[config.mk]
export PLATFORM = sky130hd
export DESIGN_NAME = acc_master_flat
export DESIGN_NICKNAME = d
export VERILOG_FILES = /design/src/rtl/acc_master_if.sv /design/src/rtl/acc_master.sv /design/src/flat_wrapper.sv
export SDC_FILE = /design/constraint.sdc
export NUM_CORES = 1
export LEC_CHECK = 0
export ABC_AREA = 1
export CAP_MARGIN = 5
export CELL_PAD_IN_SITES_DETAIL_PLACEMENT = 0
export CELL_PAD_IN_SITES_GLOBAL_PLACEMENT = 2
export CORE_ASPECT_RATIO = 1.25
export CORE_MARGIN = 2
export CORE_UTILIZATION = 26
export CTS_CLUSTER_DIAMETER = 50
export CTS_CLUSTER_SIZE = 8
export DETAILED_ROUTE_END_ITERATION = 6
export PLACE_DENSITY = 0.9
export SYNTH_ARGS = -nofsm -noshare
export SYNTH_HDL_FRONTEND = slang
export SYNTH_SLANG_ARGS = --single-unit
[constraint.sdc]
create_clock -name clk -period 1.95 [get_ports clk]
set_input_delay 0.585 -clock clk [delete_from_list [all_inputs] [get_ports clk]]
set_output_delay 0.585 -clock clk [all_outputs]
set_load 0.01 [all_outputs]
[src/rtl/acc_master_if.sv]
// Bundle of request/response stream and acc drive signals for acc_master.
// Handshake: a transfer happens at a rising clk edge where valid & ready are both 1; valid never waits on ready.
interface acc_master_if #(
  parameter int DATA_WIDTH = 8,
  parameter int CNT_WIDTH  = 16
);
  logic                  req_valid;
  logic                  req_ready;
  logic [DATA_WIDTH-1:0] req_a;
  logic [DATA_WIDTH-1:0] req_b;
  logic                  req_acc;
  logic                  rsp_valid;
  logic                  rsp_ready;
  logic [DATA_WIDTH-1:0] rsp_y;
  logic [DATA_WIDTH-1:0] acc_a;
  logic [DATA_WIDTH-1:0] acc_b;
  logic                  acc_accumulate;
  logic                  acc_en_n;
  logic [DATA_WIDTH-1:0] acc_y;
  logic [CNT_WIDTH-1:0]  op_cnt;
  logic                  err;

  modport master (
    input  req_valid, req_a, req_b, req_acc, rsp_ready, acc_y,
    output req_ready, rsp_valid, rsp_y, acc_a, acc_b, acc_accumulate, acc_en_n, op_cnt, err
  );

  modport slave (
    output req_valid, req_a, req_b, req_acc, rsp_ready, acc_y,
    input  req_ready, rsp_valid, rsp_y, acc_a, acc_b, acc_accumulate, acc_en_n, op_cnt, err
  );
endinterface

[src/rtl/acc_master.sv]
// Stream-to-acc initiator: issues each request to acc as one enable pulse and returns y as a response.
// Optional ACC_MASTER_CHECK_EN adds a shadow accumulator that flags a sticky err on acc_y mismatch.
module acc_master #(
  parameter int DATA_WIDTH = 8,
  parameter int CNT_WIDTH  = 16
) (
  input  logic              clk,
  input  logic              rst_n,
  acc_master_if.master      bus,
  output logic [1:0]        state_o
);

  typedef enum logic [1:0] {
    IDLE = 2'd0,
    EXEC = 2'd1,
    CAPT = 2'd2,
    RESP = 2'd3
  } state_t;

  state_t                state_q, state_d;
  logic [DATA_WIDTH-1:0] a_q, a_d;
  logic [DATA_WIDTH-1:0] b_q, b_d;
  logic                  accum_q, accum_d;
  logic [DATA_WIDTH-1:0] y_q, y_d;
  logic                  rsp_valid_q, rsp_valid_d;
  logic [CNT_WIDTH-1:0]  cnt_q, cnt_d;
  logic                  req_ready;
  logic                  accept;

  always_comb begin
    state_d     = state_q;
    a_d         = a_q;
    b_d         = b_q;
    accum_d     = accum_q;
    y_d         = y_q;
    rsp_valid_d = rsp_valid_q;
    cnt_d       = cnt_q;
    req_ready   = 1'b0;
    accept      = 1'b0;

    case (state_q)
      IDLE: req_ready = 1'b1;
      RESP: req_ready = bus.rsp_ready;
      default: req_ready = 1'b0;
    endcase
    accept = bus.req_valid && req_ready;

    case (state_q)
      IDLE: begin
        if (accept) begin
          a_d     = bus.req_a;
          b_d     = bus.req_b;
          accum_d = bus.req_acc;
          state_d = EXEC;
        end
      end
      EXEC: state_d = CAPT;
      CAPT: begin
        y_d         = bus.acc_y;
        rsp_valid_d = 1'b1;
        cnt_d       = cnt_q + CNT_WIDTH'(1);
        state_d     = RESP;
      end
      RESP: begin
        // A consumed response may be overlapped with the next request in the same edge.
        if (bus.rsp_ready) begin
          rsp_valid_d = 1'b0;
          if (accept) begin
            a_d     = bus.req_a;
            b_d     = bus.req_b;
            accum_d = bus.req_acc;
            state_d = EXEC;
          end else begin
            state_d = IDLE;
          end
        end
      end
      default: state_d = IDLE;
    endcase
  end

  always_ff @(posedge clk or negedge rst_n) begin
    if (!rst_n) begin
      state_q     <= IDLE;
      a_q         <= '0;
      b_q         <= '0;
      accum_q     <= 1'b0;
      y_q         <= '0;
      rsp_valid_q <= 1'b0;
      cnt_q       <= '0;
    end else begin
      state_q     <= state_d;
      a_q         <= a_d;
      b_q         <= b_d;
      accum_q     <= accum_d;
      y_q         <= y_d;
      rsp_valid_q <= rsp_valid_d;
      cnt_q       <= cnt_d;
    end
  end

  assign bus.req_ready      = req_ready;
  assign bus.rsp_valid      = rsp_valid_q;
  assign bus.rsp_y          = y_q;
  assign bus.acc_a          = a_q;
  assign bus.acc_b          = b_q;
  assign bus.acc_accumulate = accum_q;
  assign bus.acc_en_n       = (state_q != EXEC);
  assign bus.op_cnt         = cnt_q;
  assign state_o            = state_q;

`ifdef ACC_MASTER_CHECK_EN
  logic [DATA_WIDTH-1:0] shadow_q, shadow_d;
  logic                  err_q, err_d;

  // Shadow tracks what acc must hold after each enable; compared while acc_y is settled in CAPT.
  always_comb begin
    shadow_d = shadow_q;
    err_d    = err_q;
    if (state_q == EXEC) begin
      shadow_d = b_q + (accum_q ? shadow_q : a_q);
    end
    if ((state_q == CAPT) && (bus.acc_y != shadow_q)) begin
      err_d = 1'b1;
    end
  end

  always_ff @(posedge clk or negedge rst_n) begin
    if (!rst_n) begin
      shadow_q <= '0;
      err_q    <= 1'b0;
    end else begin
      shadow_q <= shadow_d;
      err_q    <= err_d;
    end
  end

  assign bus.err = err_q;
`else
  assign bus.err = 1'b0;
`endif

endmodule

[src/flat_wrapper.sv]
// flat-port wrapper written by rule: the top's interface ports become plain ports
module acc_master_flat 
#(
  parameter int DATA_WIDTH = 8,
  parameter int CNT_WIDTH  = 16
)
  (clk, rst_n, state_o, bus_req_valid, bus_req_a, bus_req_b, bus_req_acc, bus_rsp_ready, bus_acc_y, bus_req_ready, bus_rsp_valid, bus_rsp_y, bus_acc_a, bus_acc_b, bus_acc_accumulate, bus_acc_en_n, bus_op_cnt, bus_err);
  acc_master_if #(.DATA_WIDTH(DATA_WIDTH), .CNT_WIDTH(CNT_WIDTH)) bus_i ();
  input  logic clk;
  input  logic rst_n;
  output logic [1:0] state_o;
  input wire logic [$bits(bus_i.req_valid)-1:0] bus_req_valid;
  input wire logic [$bits(bus_i.req_a)-1:0] bus_req_a;
  input wire logic [$bits(bus_i.req_b)-1:0] bus_req_b;
  input wire logic [$bits(bus_i.req_acc)-1:0] bus_req_acc;
  input wire logic [$bits(bus_i.rsp_ready)-1:0] bus_rsp_ready;
  input wire logic [$bits(bus_i.acc_y)-1:0] bus_acc_y;
  output wire logic [$bits(bus_i.req_ready)-1:0] bus_req_ready;
  output wire logic [$bits(bus_i.rsp_valid)-1:0] bus_rsp_valid;
  output wire logic [$bits(bus_i.rsp_y)-1:0] bus_rsp_y;
  output wire logic [$bits(bus_i.acc_a)-1:0] bus_acc_a;
  output wire logic [$bits(bus_i.acc_b)-1:0] bus_acc_b;
  output wire logic [$bits(bus_i.acc_accumulate)-1:0] bus_acc_accumulate;
  output wire logic [$bits(bus_i.acc_en_n)-1:0] bus_acc_en_n;
  output wire logic [$bits(bus_i.op_cnt)-1:0] bus_op_cnt;
  output wire logic [$bits(bus_i.err)-1:0] bus_err;
  assign bus_i.req_valid = bus_req_valid;
  assign bus_i.req_a = bus_req_a;
  assign bus_i.req_b = bus_req_b;
  assign bus_i.req_acc = bus_req_acc;
  assign bus_i.rsp_ready = bus_rsp_ready;
  assign bus_i.acc_y = bus_acc_y;
  assign bus_req_ready = bus_i.req_ready;
  assign bus_rsp_valid = bus_i.rsp_valid;
  assign bus_rsp_y = bus_i.rsp_y;
  assign bus_acc_a = bus_i.acc_a;
  assign bus_acc_b = bus_i.acc_b;
  assign bus_acc_accumulate = bus_i.acc_accumulate;
  assign bus_acc_en_n = bus_i.acc_en_n;
  assign bus_op_cnt = bus_i.op_cnt;
  assign bus_err = bus_i.err;
  acc_master #(.DATA_WIDTH(DATA_WIDTH), .CNT_WIDTH(CNT_WIDTH)) u_core (.clk(clk), .rst_n(rst_n), .bus(bus_i), .state_o(state_o));
endmodule
==> metrics.yaml <==
synth_ff_type: "dfrtp_1"
start_util: 0.2702
critPathMaxFanout: 3
fp.dieW_um: 84.95
seqCellArea_um2: 1107
slew_violations: 0
cts_tree: "built"
die_y_um: 105.2
min_period_over_period: 0.9927
grt_pass1_vias: 1700
p_per_area_nw_per_um2: 1324
hp-class: "in -> async"
grt-ovfl-total: 0
cp_data_required_time_ns: 1.36
seq_area_frac_synth: 0.5170
synth_seq_cells: 44
p_leak_nw: 1.571
htreeDepth: 2
layout.nets: 356
grt_pass1_wl_um: 7831
synth-edff-count: 0
vdd_drop_max_mv: 0.7479
drt_iter0_drc: 41
ff2ff_setup_slack_ns: 0.22
portBuffers: 74
antenna_found_initial: 0
wl_per_cell_um: 10.86
drt-met1-wl_um: 1962
drive_gt1_frac: 0.1734
rsz0062_at_grt: "yes"
fin_crit_ns: 1.936
num_rows: 36
fillers: 792
yosys-top-cells-count: "nand2_1 (74), dfrtp_1 (44), inv_1 (39)"
yosysMostFrequentCell: "nand2_1"
cts.sinks: 44
post-place-ws_ns: -0.5260
wl_met2_um: 2296
startpoint_type: "flip-flop"
clock_latency_ns: 0.29
finalClockSkew_ns: 0.002102
synthCells: 235
clock_path_buffers: 2
setup_violations: 0
outcome: "finished, final reports clean"
setup_slack_ns: 0.01433
maxUsedRoutingLayer: "met4"
coreArea_um2: 7883
clk_pin_slew_ns: 0.08
synth_area_leaders: "dfrtp_1 (52%), nand2_1 (13%), o21ai_2 (7.0%)"
yosysWarnings: 0
cp.arrival_ns: 1.35
hold_viol: 0
routed_via_density: 4.136
cts_inserted_buffers: 5
grtUsageTotal: 0.1074
syn_nets: 269
drv_cap: 0
crit_type: "reg -> out"
grt_max_degree: 45
gp_congestion: 0.6871
io_pins: 76
worstSetupEndpointType: "output port"
ys_types: 25
avgSynthCellArea_um2: 9.062
dpl.hpwl_um: 3353
yosys.area.top_type: "dfrtp_1"
timing.fmax_mhz: 516.6
wl_met3_um: 251
netlist_area_um2: 2130
num_antenna_cells: 0
async_flop_share: 1.000
syn_to_final_growth_pct: 48.53
ant_nets: 0
multi_input_area_um2: 839.6
vias: 1729
drc_errors: 0
finalSetupTns_ns: 0
dr.pass1.iters: 4
wirelength_um: 4541
clock-root-buffer: "clkbuf_8"
die_area_um2: 8935
yosys.area.top_type_share: 0.5170
layer usage:
layer | vias up | global-route usage
li1 | 885 | -
met1 | 802 | 0.1295
met2 | 40 | 0.1797
met3 | 2 | 0.03476
met4 | 0 | 0.03401
met5 | - | 0
state kept, by name, indices dropped and copies added (netlist names):
register and flops:
u_core.bus.acc_b 8, u_core.bus.acc_accumulate 1, u_core.bus.rsp_y 8, u_core.bus.op_cnt 16, u_core.bus.rsp_valid 1, u_core.state_o 2
u_core.bus.acc_a 8
cell usage in the layout (no fill, tap or decap), drive strengths merged:
master         count
nor3               1
nand4              8
clkinv             3
ha                 5
dfrtp             44
nand2             78
nor2              11
conb               1
nand3              7
a21oi              3
nand3b             2
o21ai             19
dlygate4sd2        2
xnor2              2
inv               39
o21bai             1
buf               14
clkdlybuf4s50     68
xor2               7
clkbuf             6
dlymetal6s2s       2
worst max-delay path, stage by stage, from the launching register on:
cell and delay [ns]:
dfrtp_1 0.39, inv_1 0.11, buf_4 0.13, ha_1 0.13, inv_1 0.03, dlygate4sd2_1 0.27
through the flow:
step / total power [mW] / area (um2) / std cells / util / hold WS (ns)
floorplan: 2.516 / 2130 / 235 / - / 0.2894
global placement: 3.550 / 3030 / 408 / 0.3844 / 0.4552
detailed placement: 3.582 / 3030 / 408 / 0.3844 / 0.4578
CTS: 4.199 / 3129 / 417 / 0.3970 / 0.2681
global route: 4.531 / 3163 / 418 / 0.4013 / 0.2735
finish: 4.187 / 3163 / 418 / 0.4013 / 0.2670
path summary, 6_finish.rpt:
check	startpoint	end	depth (start not counted)
setup / recovery	u_core.state_o[1]$_DFFE_PN0P_	bus_acc_en_n	5
hold / removal	rst_n	u_core.bus.rsp_y[5]$_DFFE_PN0P_	2
setup reg to reg	u_core.state_o[0]$_DFFE_PN0P_	u_core.bus.op_cnt[15]$_DFFE_PN0P_	10
hold reg to reg	u_core.bus.rsp_y[2]$_DFFE_PN0P_	u_core.bus.rsp_y[2]$_DFFE_PN0P_	2
max in group asynchronous	rst_n	u_core.bus.op_cnt[7]$_DFFE_PN0P_	2
min in group clk	u_core.bus.rsp_y[2]$_DFFE_PN0P_	u_core.bus.rsp_y[2]$_DFFE_PN0P_	2
layout make-up:
class,count,area share
Clock buffer,6,0.02611
Tap cell,95,0.03758
Timing Repair Buffer,86,0.2702
Multi-Input combinational cell,145,0.2654
Inverter,40,0.04747
Sequential cell,44,0.3501
Clock inverter,2,0.003165
power by group:
| part | switching, mW | total [mW] | internal (mW) |
|---|---|---|---|
| Combinational | 0.978 | 2.12 | 1.14 |
| Clock | 0.306 | 0.589 | 0.283 |
| Sequential | 0.226 | 1.48 | 1.25 |
cells by family after synthesis:
kind of cell | share of synthesized area
AOI/OAI and AO/OA | 0.09048
xor gates and xnor gates | 0.03702
adders and majority gates | 0.02938
buffers and inverters | 0.09576
DFF | 0.5170
other | 0.001761
and+or+nand+nor | 0.2286
what timing repair did:
| item | in CTS | in global routing |
|---|---|---|
| pin swaps | 0 | 1 |
| gates resized for setup | 5 | 11 |
| setup buffers | 1 | 1 |
| setup endpoints to repair | 2 | 8 |
| hold buffers | 0 | 0 |
| endpoints found under the hold margin | 0 | 0 |
Power figures use the tool's default switching activity.
==> edit (same settings) <==
The option `ACC_MASTER_CHECK_EN` is turned on by a define.
--- a/src/rtl/acc_master.sv
+++ b/src/rtl/acc_master.sv
@@ -1,4 +1,6 @@
 // Stream-to-acc initiator: issues each request to acc as one enable pulse and returns y as a response.
 // Optional ACC_MASTER_CHECK_EN adds a shadow accumulator that flags a sticky err on acc_y mismatch.
+`define ACC_MASTER_CHECK_EN
+
 module acc_master #(
   parameter int DATA_WIDTH = 8,
Behaviour: not the same (a bounded check fails within 4 cycles, from zero or initial values and one cycle with rst_n low).
==> edit against the unedited design <==
- fmax grew 1.5%
- routed wire length grew 45%
- first-iteration DRC count grew 9.8%
- sequential cell count grew 9
- worst setup slack gained 29 ps
- design area grew 29%
- area after synthesis grew 34%
- total power grew 47%
- largest cell class is now multi-input combinational cells
- highest routed layer unchanged
==> edit: results <==
group,metric,value,unit
synthesis,muxShareOfSynthArea,0.03148,
power_and_ir_drop,ir_drop,0.0005421,V
worst_setup_path,r2r-start,"u_core.bus.acc_accumulate",
sta,period_minus_slack,1907,ps
synthesis,synthXorXnorAreaFrac,0.05203,
placement,dp.cells,550,
cts,clock-root-buffer,"clkbuf_16",
global_route,grt.total_usage,0.1163,
status,status,"finished clean",
routing,drt_wl_total,6563,um
global_route,grt_pass1_wl,11160,um
finish,layout-drive-gt1-share,0.1519,
placement,place_hpwl,5304,um
placement,preCtsSetupSlack,-466.7,ps
worst_setup_path,crit_path_start,"u_core.state_o[0]",
synthesis,synth.avg_cell_area,8.593,um^2
synthesis,yosysSeqAreaShare,0.4635,
synthesis,synth_cell_types,33,
synthesis,yosys-top-cells-area,"dfrtp_1 (46%), nand2_1 (13%), inv_1 (5.9%)",
worst_setup_path,cp_max_fo,4,
global_route,grt_max_degree,31,
routing,vias,2392,
worst_setup_path,r2r_setup_slack,140,ps
synthesis,synth_compound_area_frac,0.07696,
routing,drt-initial-drc-count,45,
-- edit: changes by cell type in the layout (fill, tap and decap cells not counted), sizes merged, moves of 2 or more --
cell and delta:
nand3b +2, nor2 +11, nand4 -7, nand2 +24, dfrtp +9, buf +8
a21oi +10, o21ai +4, inv +6, nand3 +8, or2 +4, ha +7
mux2 +8, xnor2 +7
-- edit: critical path, delay by kind of cell, from the launching register on --
kind / cells / cell delay, ps
flops: 1 / 410
buf+inv: 2 / 270
fa+ha+maj: 1 / 210
simple gates: 1 / 90
compound gates: 1 / 50
-- edit: cells by family (layout without fill, tap and decap cells) --
kind of cell / count (synthesis) / in the layout
adder cells (fa/ha/maj): 13 / 13
flip-flops: 53 / 53
XOR/XNOR: 17 / 17
AND/OR/NAND/NOR: 150 / 150
AO/OA/AOI/OAI: 38 / 38
buffers and inverters: 54 / 149
multiplexers: 8 / 8
-- edit: stage by stage --
step                      area (um^2)  hold WS [ps]  TNS (ps)
after floorplan                  2879         289.4         0
after global placement           3886         481.6    -555.7
after detailed placement         3886         487.7    -856.0
after CTS                        4049         274.8         0
after global routing             4070         274.5    -34.13
final                            4070         259.3         0
-- edit: how the worst min path moves through the flow --
stage,cells past startpoint,to,slack (ps),from
floorplan,0,u_core.bus.acc_a[0],290,rst_n
global placement,2,u_core.bus.err,480,u_core.bus.err
detailed placement,2,u_core.bus.err,490,u_core.bus.err
CTS,1,u_core.bus.rsp_y[0],270,rst_n
global route,1,u_core.bus.op_cnt[14],270,rst_n
finish,1,u_core.bus.op_cnt[14],260,rst_n
-- edit: report_power, final --
part	switching (mW)	internal [mW]
clock network	0.404	0.472
logic	1.68	1.74
registers	0.341	1.53
-- edit: area by class of cell --
type,count,area [um^2]
Tap cell,132,165.2
Fill cell,1087,6598
Sequential cell,53,1326
Inverter,46,175.2
Multi-Input combinational cell,226,1338
Clock buffer,5,125.1
Clock inverter,3,17.52
Timing Repair Buffer,95,923.4
-- edit: metal layers --
layer | routed length (um) | share of wire | up-vias | GRT usage
met1 | 2816 | 0.43 | 1092 | 0.1385
li1 | - | - | 1236 | -
met5 | 0 | 0 | - | 0
met2 | 3412 | 0.52 | 60 | 0.2128
met3 | 280 | 0.043 | 4 | 0.02592
met4 | 53 | 0.0081 | 0 | 0.02604
-- edit: timing repair --
action,4_1_cts,5_1_grt
buffers inserted,0,2
gates resized for setup,13,6
pin swaps,0,0
setup endpoints to repair,3,8
